**config.mk**
```make
export PLATFORM = sky130hd
export DESIGN_NAME = sweep_sequencer
export DESIGN_NICKNAME = d
export VERILOG_FILES = /design/src/rtl/sweep_sequencer.sv
export SDC_FILE = /design/constraint.sdc
export NUM_CORES = 1
export LEC_CHECK = 0
export BUFFER_PORTS_ARGS = -buffer_cell sky130_fd_sc_hd__buf_2
export CORE_MARGIN = 3
export CORE_UTILIZATION = 64
export CTS_CLUSTER_DIAMETER = 30
export DETAILED_ROUTE_END_ITERATION = 12
export HOLD_SLACK_MARGIN = 0.12
export MAX_ROUTING_LAYER = met4
export PLACE_DENSITY = 0.85
export SLEW_MARGIN = 20
export SYNTH_ARGS = -nofsm -noshare
export SYNTH_HDL_FRONTEND = slang
export SYNTH_SLANG_ARGS = --single-unit
```
**constraint.sdc**
```tcl
create_clock -name clock -period 4.5 [get_ports clock]
set_clock_uncertainty 0.1 [all_clocks]
set_input_delay 0.9 -clock clock [delete_from_list [all_inputs] [get_ports clock]]
set_output_delay 0.9 -clock clock [all_outputs]
set_load 0.01 [all_outputs]
```
**src/rtl/sweep_sequencer.sv**
```systemverilog
// Front-end sweep sequencer: steps through a code table, settling then dwelling for N samples per step.
// Define SWEEP_LOOP_EN to allow continuous sweeping via control bit2.
module sweep_sequencer #(
  parameter logic [6:0] BASE   = 7'd80,
  parameter int         NSTEPS = 8
) (
  input  logic        clock,
  input  logic        reset,
  input  logic        serial_strobe,
  input  logic [6:0]  serial_addr,
  input  logic [31:0] serial_data,
  input  logic        sample_strobe,
  output logic [5:0]  fe_ctrl,
  output logic        enable_rx,
  output logic        busy,
  output logic [3:0]  step_idx,
  output logic        sweep_done,
  output logic [31:0] status
);

  typedef enum logic [2:0] {
    IDLE   = 3'd0,
    APPLY  = 3'd1,
    SETTLE = 3'd2,
    DWELL  = 3'd3,
    NEXT   = 3'd4
  } state_e;

  state_e      state_q, state_d;
  logic [3:0]  stepIdx_q, stepIdx_d;
  logic [5:0]  feCtrl_q, feCtrl_d;
  logic [23:0] cnt_q, cnt_d;
  logic        sweepDone_q, sweepDone_d;
  logic [23:0] settleCycles_q, settleCycles_d;
  logic [23:0] dwellSamples_q, dwellSamples_d;
  logic [4:0]  numSteps_q, numSteps_d;
  logic        loop_q, loop_d;
  logic [5:0]  stepTable_q [16];

  logic       ctrlWr, startCmd, abortCmd, tableWr;
  logic [4:0] effSteps, lastIdx;
  logic       unusedData;

  assign ctrlWr   = serial_strobe && (serial_addr == BASE);
  assign startCmd = ctrlWr && serial_data[0] && !serial_data[1];
  assign abortCmd = ctrlWr && serial_data[1];
  assign tableWr  = serial_strobe && (serial_addr == BASE + 7'd3)
                    && ({28'd0, serial_data[19:16]} < NSTEPS);
  assign unusedData = ^serial_data[31:24];

  assign effSteps = (numSteps_q == 5'd0) ? 5'd1 :
                    (numSteps_q > 5'(NSTEPS)) ? 5'(NSTEPS) : numSteps_q;
  assign lastIdx  = effSteps - 5'd1;

  always_comb begin
    settleCycles_d = settleCycles_q;
    dwellSamples_d = dwellSamples_q;
    numSteps_d     = numSteps_q;
    loop_d         = loop_q;
    if (serial_strobe && (serial_addr == BASE + 7'd1)) settleCycles_d = serial_data[23:0];
    if (serial_strobe && (serial_addr == BASE + 7'd2)) dwellSamples_d = serial_data[23:0];
    if (serial_strobe && (serial_addr == BASE + 7'd4)) numSteps_d = serial_data[4:0];
`ifdef SWEEP_LOOP_EN
    if (ctrlWr) loop_d = serial_data[2];
`else
    loop_d = 1'b0;
`endif
  end

  // Table entries above NSTEPS are never written, so they stay at their reset value.
  always_ff @(posedge clock) begin
    if (reset) begin
      for (int i = 0; i < 16; i++) stepTable_q[i] <= 6'd0;
    end else if (tableWr) begin
      stepTable_q[serial_data[19:16]] <= serial_data[5:0];
    end
  end

  always_comb begin
    state_d     = state_q;
    stepIdx_d   = stepIdx_q;
    feCtrl_d    = feCtrl_q;
    cnt_d       = cnt_q;
    sweepDone_d = 1'b0;
    if (abortCmd) begin
      state_d = IDLE;
    end else begin
      case (state_q)
        IDLE: begin
          if (startCmd) begin
            state_d   = APPLY;
            stepIdx_d = 4'd0;
          end
        end
        APPLY: begin
          feCtrl_d = stepTable_q[stepIdx_q];
          cnt_d    = settleCycles_q;
          state_d  = SETTLE;
        end
        SETTLE: begin
          if (cnt_q <= 24'd1) begin
            cnt_d   = (dwellSamples_q == 24'd0) ? 24'd1 : dwellSamples_q;
            state_d = DWELL;
          end else begin
            cnt_d = cnt_q - 24'd1;
          end
        end
        DWELL: begin
          if (sample_strobe) begin
            cnt_d = cnt_q - 24'd1;
            if (cnt_q <= 24'd1) begin
              cnt_d   = 24'd0;
              state_d = NEXT;
            end
          end
        end
        NEXT: begin
          if ({1'b0, stepIdx_q} < lastIdx) begin
            stepIdx_d = stepIdx_q + 4'd1;
            state_d   = APPLY;
          end else begin
            sweepDone_d = 1'b1;
            if (loop_q) begin
              stepIdx_d = 4'd0;
              state_d   = APPLY;
            end else begin
              state_d = IDLE;
            end
          end
        end
        default: state_d = IDLE;
      endcase
    end
  end

  always_ff @(posedge clock) begin
    if (reset) begin
      state_q        <= IDLE;
      stepIdx_q      <= 4'd0;
      feCtrl_q       <= 6'd0;
      cnt_q          <= 24'd0;
      sweepDone_q    <= 1'b0;
      settleCycles_q <= 24'd0;
      dwellSamples_q <= 24'd0;
      numSteps_q     <= 5'd1;
      loop_q         <= 1'b0;
    end else begin
      state_q        <= state_d;
      stepIdx_q      <= stepIdx_d;
      feCtrl_q       <= feCtrl_d;
      cnt_q          <= cnt_d;
      sweepDone_q    <= sweepDone_d;
      settleCycles_q <= settleCycles_d;
      dwellSamples_q <= dwellSamples_d;
      numSteps_q     <= numSteps_d;
      loop_q         <= loop_d;
    end
  end

  assign fe_ctrl    = feCtrl_q;
  assign enable_rx  = (state_q == DWELL);
  assign busy       = (state_q != IDLE);
  assign step_idx   = stepIdx_q;
  assign sweep_done = sweepDone_q;
  assign status     = {busy, state_q, stepIdx_q, 8'd0,
                       (state_q == DWELL) ? cnt_q[15:0] : 16'd0};

endmodule

```
Word level (Yosys, flattened, before mapping)
Memory sizes are Yosys's and may differ from the RTL's. A register that Yosys moved wholly into a read port is not among the register bits.
Index checks and enable logic that the tools add are counted.

cells by class
  equality and inequality tests = 14
  reductions and logical operators = 23
  muxes and demuxes = 26
  magnitude comparators = 4
  bitwise logic cells = 2
  $add $sub $neg = 3

operators with widths
  kind                                                                                number
  24-bit 2-to-1 mux                                                                   4
  24-bit case mux with 3 select lines                                                 1
  7-bit equality test (second input constant)                                         5
  24-bit by 1-bit less-or-equal comparator with 1-bit output (second input constant)  1
  24-bit logical NOT                                                                  1
  24-bit by 1-bit subtractor with 24-bit output (second input constant)               1
  16-bit 2-to-1 mux                                                                   1
  3-bit case mux with 5 select lines                                                  1
  3-bit 2-to-1 mux                                                                    4
  4-bit 2-to-1 mux                                                                    3
  5-bit 2-to-1 mux                                                                    2
  1-bit logical AND                                                                   9
  1-bit 2-to-1 mux                                                                    8
  2-bit != test (second input constant)                                               4
  4-bit case mux with 2 select lines                                                  1
  4-bit AND reduction                                                                 2
  3-bit by 2-bit equality test with 1-bit output (second input constant)              2
  6-bit 2-to-1 mux                                                                    1
  3-bit nonzero test                                                                  2
  6-bit OR reduction                                                                  1
  5-bit by 4-bit > comparator with 1-bit output (second input constant)               1
  5-bit logical NOT                                                                   1
  4-bit by 5-bit less-than comparator with 1-bit output                               1
  5-bit by 1-bit subtractor with 5-bit output (second input constant)                 1
  other kinds (13)                                                                    14

storage, ports and cells
  logic and storage cells = 80
  flip-flop bits (word level) = 85
  input bits = 43
  output and inout port bits = 45
  memories = 1
  bits in writable memories = 96

memory list
  memory       words  bits a word  read ports  clocked after memory_dff  write ports  RTL line  text
  stepTable_q  16     6            1           1                         16           38        logic [5:0] stepTable_q [16];

Longest topological paths before layout
  depth in word-level cells = 8
  gate-level depth with buffers = 11
  mapped depth without buffers = 11

Worst setup path after synthesis
OpenSTA, ideal clock, no wires.

  kind = in2reg
  from = input port serial_addr[2]
  to = memory stepTable_q[0][0] (enable)
  library setup time = 0.304 ns
  stages = 6
  slack = 1.727 ns
  data required time = 4.096 ns
  data arrival time = 2.370 ns
  cell sequence = nor4bb_1 and2_1 nor3b_1 nand2b_1 nor3_1 or2_2

RTL lines
  element      RTL line  text
  from (decl)  10        input logic [6:0] serial_addr,
  to (decl)    38

Worst setup path after layout
  from = register state_q[0]
  to = output port status[1]

on the way
  cells in the longest elaborated chain, start to end = 2

RTL lines
  element                                         RTL line  text
  from (decl)                                     29        state_e state_q, state_d;
  from (signal assigned)                          148       state_q <= state_d;
  3-bit by 2-bit equality test with 1-bit output  166       (state_q == DWELL) ? cnt_q[15:0] : 16'd0};
  16-bit 2-to-1 mux                               166
  to (decl)                                       18        output logic [31:0] status

Every way passes these cells.

==> flow_summary.json <==
{
  "critPathMaxFanout": 25,
  "post-synth-top-count-cell": "edfxtp_1",
  "grt_pass1_vias": 6356,
  "cts_root_buffer": "clkbuf_16",
  "synthMuxAreaShare_pct": 10.8,
  "rr_startpoint": "state_q[0]",
  "drt_first_pass_iters": 5,
  "cts_setup_buffers": 0,
  "hold_end": "settleCycles_q[23]",
  "dp_hpwl_mm": 14.4,
  "slew_headroom_pct": 27.1,
  "maxCapViolations": 0,
  "fin_ws_ns": 1.21,
  "status": "completed",
  "power_density_mw_per_mm2": 454,
  "crit_buf_inv": 2,
  "synth_edf_count": 96,
  "port_buffers": 71,
  "yosys.cell_types.count": 70,
  "synth_ff_type": "edfxtp_1",
  "r2r_cells": 6,
  "critPathMaxStageDelay_ns": 0.85,
  "place_inst": 1039,
  "reg2reg_to": "cnt_q[18]",
  "drc_errors": 0,
  "avgSynthCellArea_um2": 11.0,
  "start_kind": "flop",
  "hold_depth": 2,
  "coreArea_mm2": 0.0134,
  "crit_arrival_ns": 2.29,
  "antenna_found_initial": 0,
  "rows": 42,
  "finalWirelength_mm": 21.2,
  "cp-end-kind": "output pin",
  "peakVddDrop_uv": 321,
  "cts_max_level": 4,
  "synth_fa_ha_area_share_pct": 0.845,
  "synth_area_leader_cell": "edfxtp_1",
  "n_antenna_cell": 0,
  "netlist_instances": 808,
  "required_ns": 3.50,
  "chipWidth_um": 124,
  "pin_count": 88,
  "nets": 931,
  "path_clk_slew_ns": 0.06,
  "utilization_pct": 74.0,
  "preCtsSetupSlack_ns": 1.21,
  "min-delay-start": "settleCycles_q[23]",
  "synthSimpleGateAreaFrac_pct": 19.7,
  "place_congestion": 0.988,
  "top_usage_layer": "met2",
  "rrSetupSlack_ns": 1.27,
  "tightest_slew_ns": 1.09,
  "numClockSinks": 187,
  "synth_xor_xnor_area_share_pct": 1.28,
  "dieArea_mm2": 0.0153,
  "ys_warn_count": 0,
  "crit_type": "flop to output pin",
  "period_share_pct": 73.2,
  "syn_area_mm2": 0.00888,
  "gr-usage-met3_pct": 6.81,
  "cp_top_family": "flip-flops",
  "drv_slew": 0,
  "netlist_top_cells_area": "edfxtp_1, dfxtp_1, mux4_2",
  "setup_viol": 0,
  "hold_violations": 0,
  "ctsLongestPathBuffers": 2,
  "synth_compound_area_share_pct": 9.87,
  "wire_per_inst_um": 19.7,
  "timing.fmax_mhz": 304,
  "power_leakage_uw": 0.00397,
  "synth_seq_cells": 187,
  "synth_top_family_by_area": "simple AND/OR/NAND/NOR gates",
  "rsz0062_at_grt": "no",
  "synthArstFlopShare_pct": 0,
  "clock_latency_ns": 0.43,
  "tritoncts": "built",
  "synth_common_cells": "edfxtp_1, dfxtp_1, nand2_1, nor2_1, clkbuf_1",
  "met2_usage_pct": 44.2,
  "fin_cells": 1071,
  "grt_max_degree": 76,
  "drt_iter0_drc": 854,
  "period_needed_ns": 3.29,
  "grt_usage_pct": 29.9,
  "viasPerCell": 6.28,
  "seq_area_frac_synth_pct": 53.0,
  "overflow": 0,
  "cts_hold_buffers": 0,
  "synth_top_area_share_pct": 32.5,
  "hp-class": "flop to flop",
  "die_h_um": 124,
  "crit_chain": "inv_1 -> nor3_1 -> buf_2",
  "ant_nets": 0,
  "vias": 6721,
  "start_util_pct": 66.3,
  "grt_pass1_wl_mm": 33.5,
  "ctsResizeCount": 0,
  "cts_buffers": 17,
  "use_met1_pct": 41.5,
  "worst_path_max_delay_cell": "dfxtp_1",
  "drive_gt1_share_pct": 18.7,
  "fin_setup_tns_ns": 0,
  "syn2layout_area_growth_pct": 11.6
}
[flip-flops by register name (all words and copies together), names as in the netlist]
signal,flops
step_idx,4
numSteps_q,5
settleCycles_q,24
fe_ctrl,6
state_q,3
dwellSamples_q,24
sweep_done,1
stepTable_q,96
cnt_q,24
[power by group]
| group | total, µW | internal (µW) | switching, µW |
|---|---|---|---|
| Clock | 1430 | 817 | 612 |
| Sequential | 1960 | 1880 | 76.7 |
| Combinational | 1110 | 380 | 730 |
[logic make-up (layout without fill, tap and decap cells)]
| kind of cell | count (synthesis) | after routing |
|---|---|---|
| and+or+nand+nor | 330 | 330 |
| DFF | 187 | 187 |
| AOI/OAI and AO/OA | 128 | 128 |
| buffers and inverters | 85 | 117 |
| muxes | 58 | 58 |
| xor gates and xnor gates | 13 | 13 |
| adders and majority gates | 6 | 6 |
| other | 1 | 56 |
[metal layers]
metal	vias up	wire length, µm
li1	3047	-
met1	3265	8810
met2	377	9800
met3	32	2280
met4	0	265
met5	-	0
[metrics by stage]
step / total power (µW) / hold WS [ns] / instance area, µm²
after floorplan: 2800 / 0.329 / 9090
after global placement: 3030 / 0.339 / 9360
after detailed placement: 3050 / 0.346 / 9360
after CTS: 4470 / 0.355 / 9910
after global routing: 4680 / 0.378 / 9910
final: 4500 / 0.355 / 9910
[cells in the final DEF (no fill, tap or decap), types with 4 or more instances in the layout]
master     synthesis  final
mux2i_1           27     27
nor3_1            23     23
edfxtp_1          96     96
buf_4             16      9
nand4_1            5      5
inv_1              6      6
a221oi_1           6      6
or4_4              5      5
o21ai_0           20     20
and2_1            51     51
nor4_1            16     16
a21oi_1           42     42
buf_2              4     70
conb_1             1     56
nand3_1            9      9
nand3b_1           7      7
clkbuf_16          0     17
nand2_1           80     80
mux4_2            30     30
dfxtp_1           91     90
and3_1            18     18
a311oi_1           4      4
or2_2             10     10
o31ai_1            7      7
a211oi_1          11     11
a32o_1             7      7
nor2_1            70     70
xor2_1            12     12
clkbuf_1          55      4
ha_1               6      6
or3_1              4      4
nand2b_1           8      8
[worst max path at each step]
| stage | start | endpoint | cells after the start |
|---|---|---|---|
| 4_1_cts | state_q[0] | status[0] | 3 |
| 3_3_place_gp | serial_addr[2] | stepTable_q[0][0] | 7 |
| 5_1_grt | state_q[0] | cnt_q[23] | 6 |
| 6_report | state_q[0] | status[1] | 3 |
| 3_5_place_dp | serial_addr[2] | stepTable_q[0][4] | 7 |
| 2_1_floorplan | serial_addr[2] | stepTable_q[0][0] | 6 |
[cell type report]
cell class,instances,area (µm²)
Sequential cell,187,4710
Multi-Input combinational cell,591,3990
Fill cell,900,3490
Clock buffer,21,440
Timing Repair Buffer,79,418
Tap cell,176,220
Clock inverter,11,119
Inverter,6,22.5
[tightest hold or removal path: stages, from the launching register on]
cell     delay (ns)
dfxtp_1        0.31
nand2_1        0.05
a21oi_1        0.05
No activity file was read; power rests on OpenSTA's default activity.
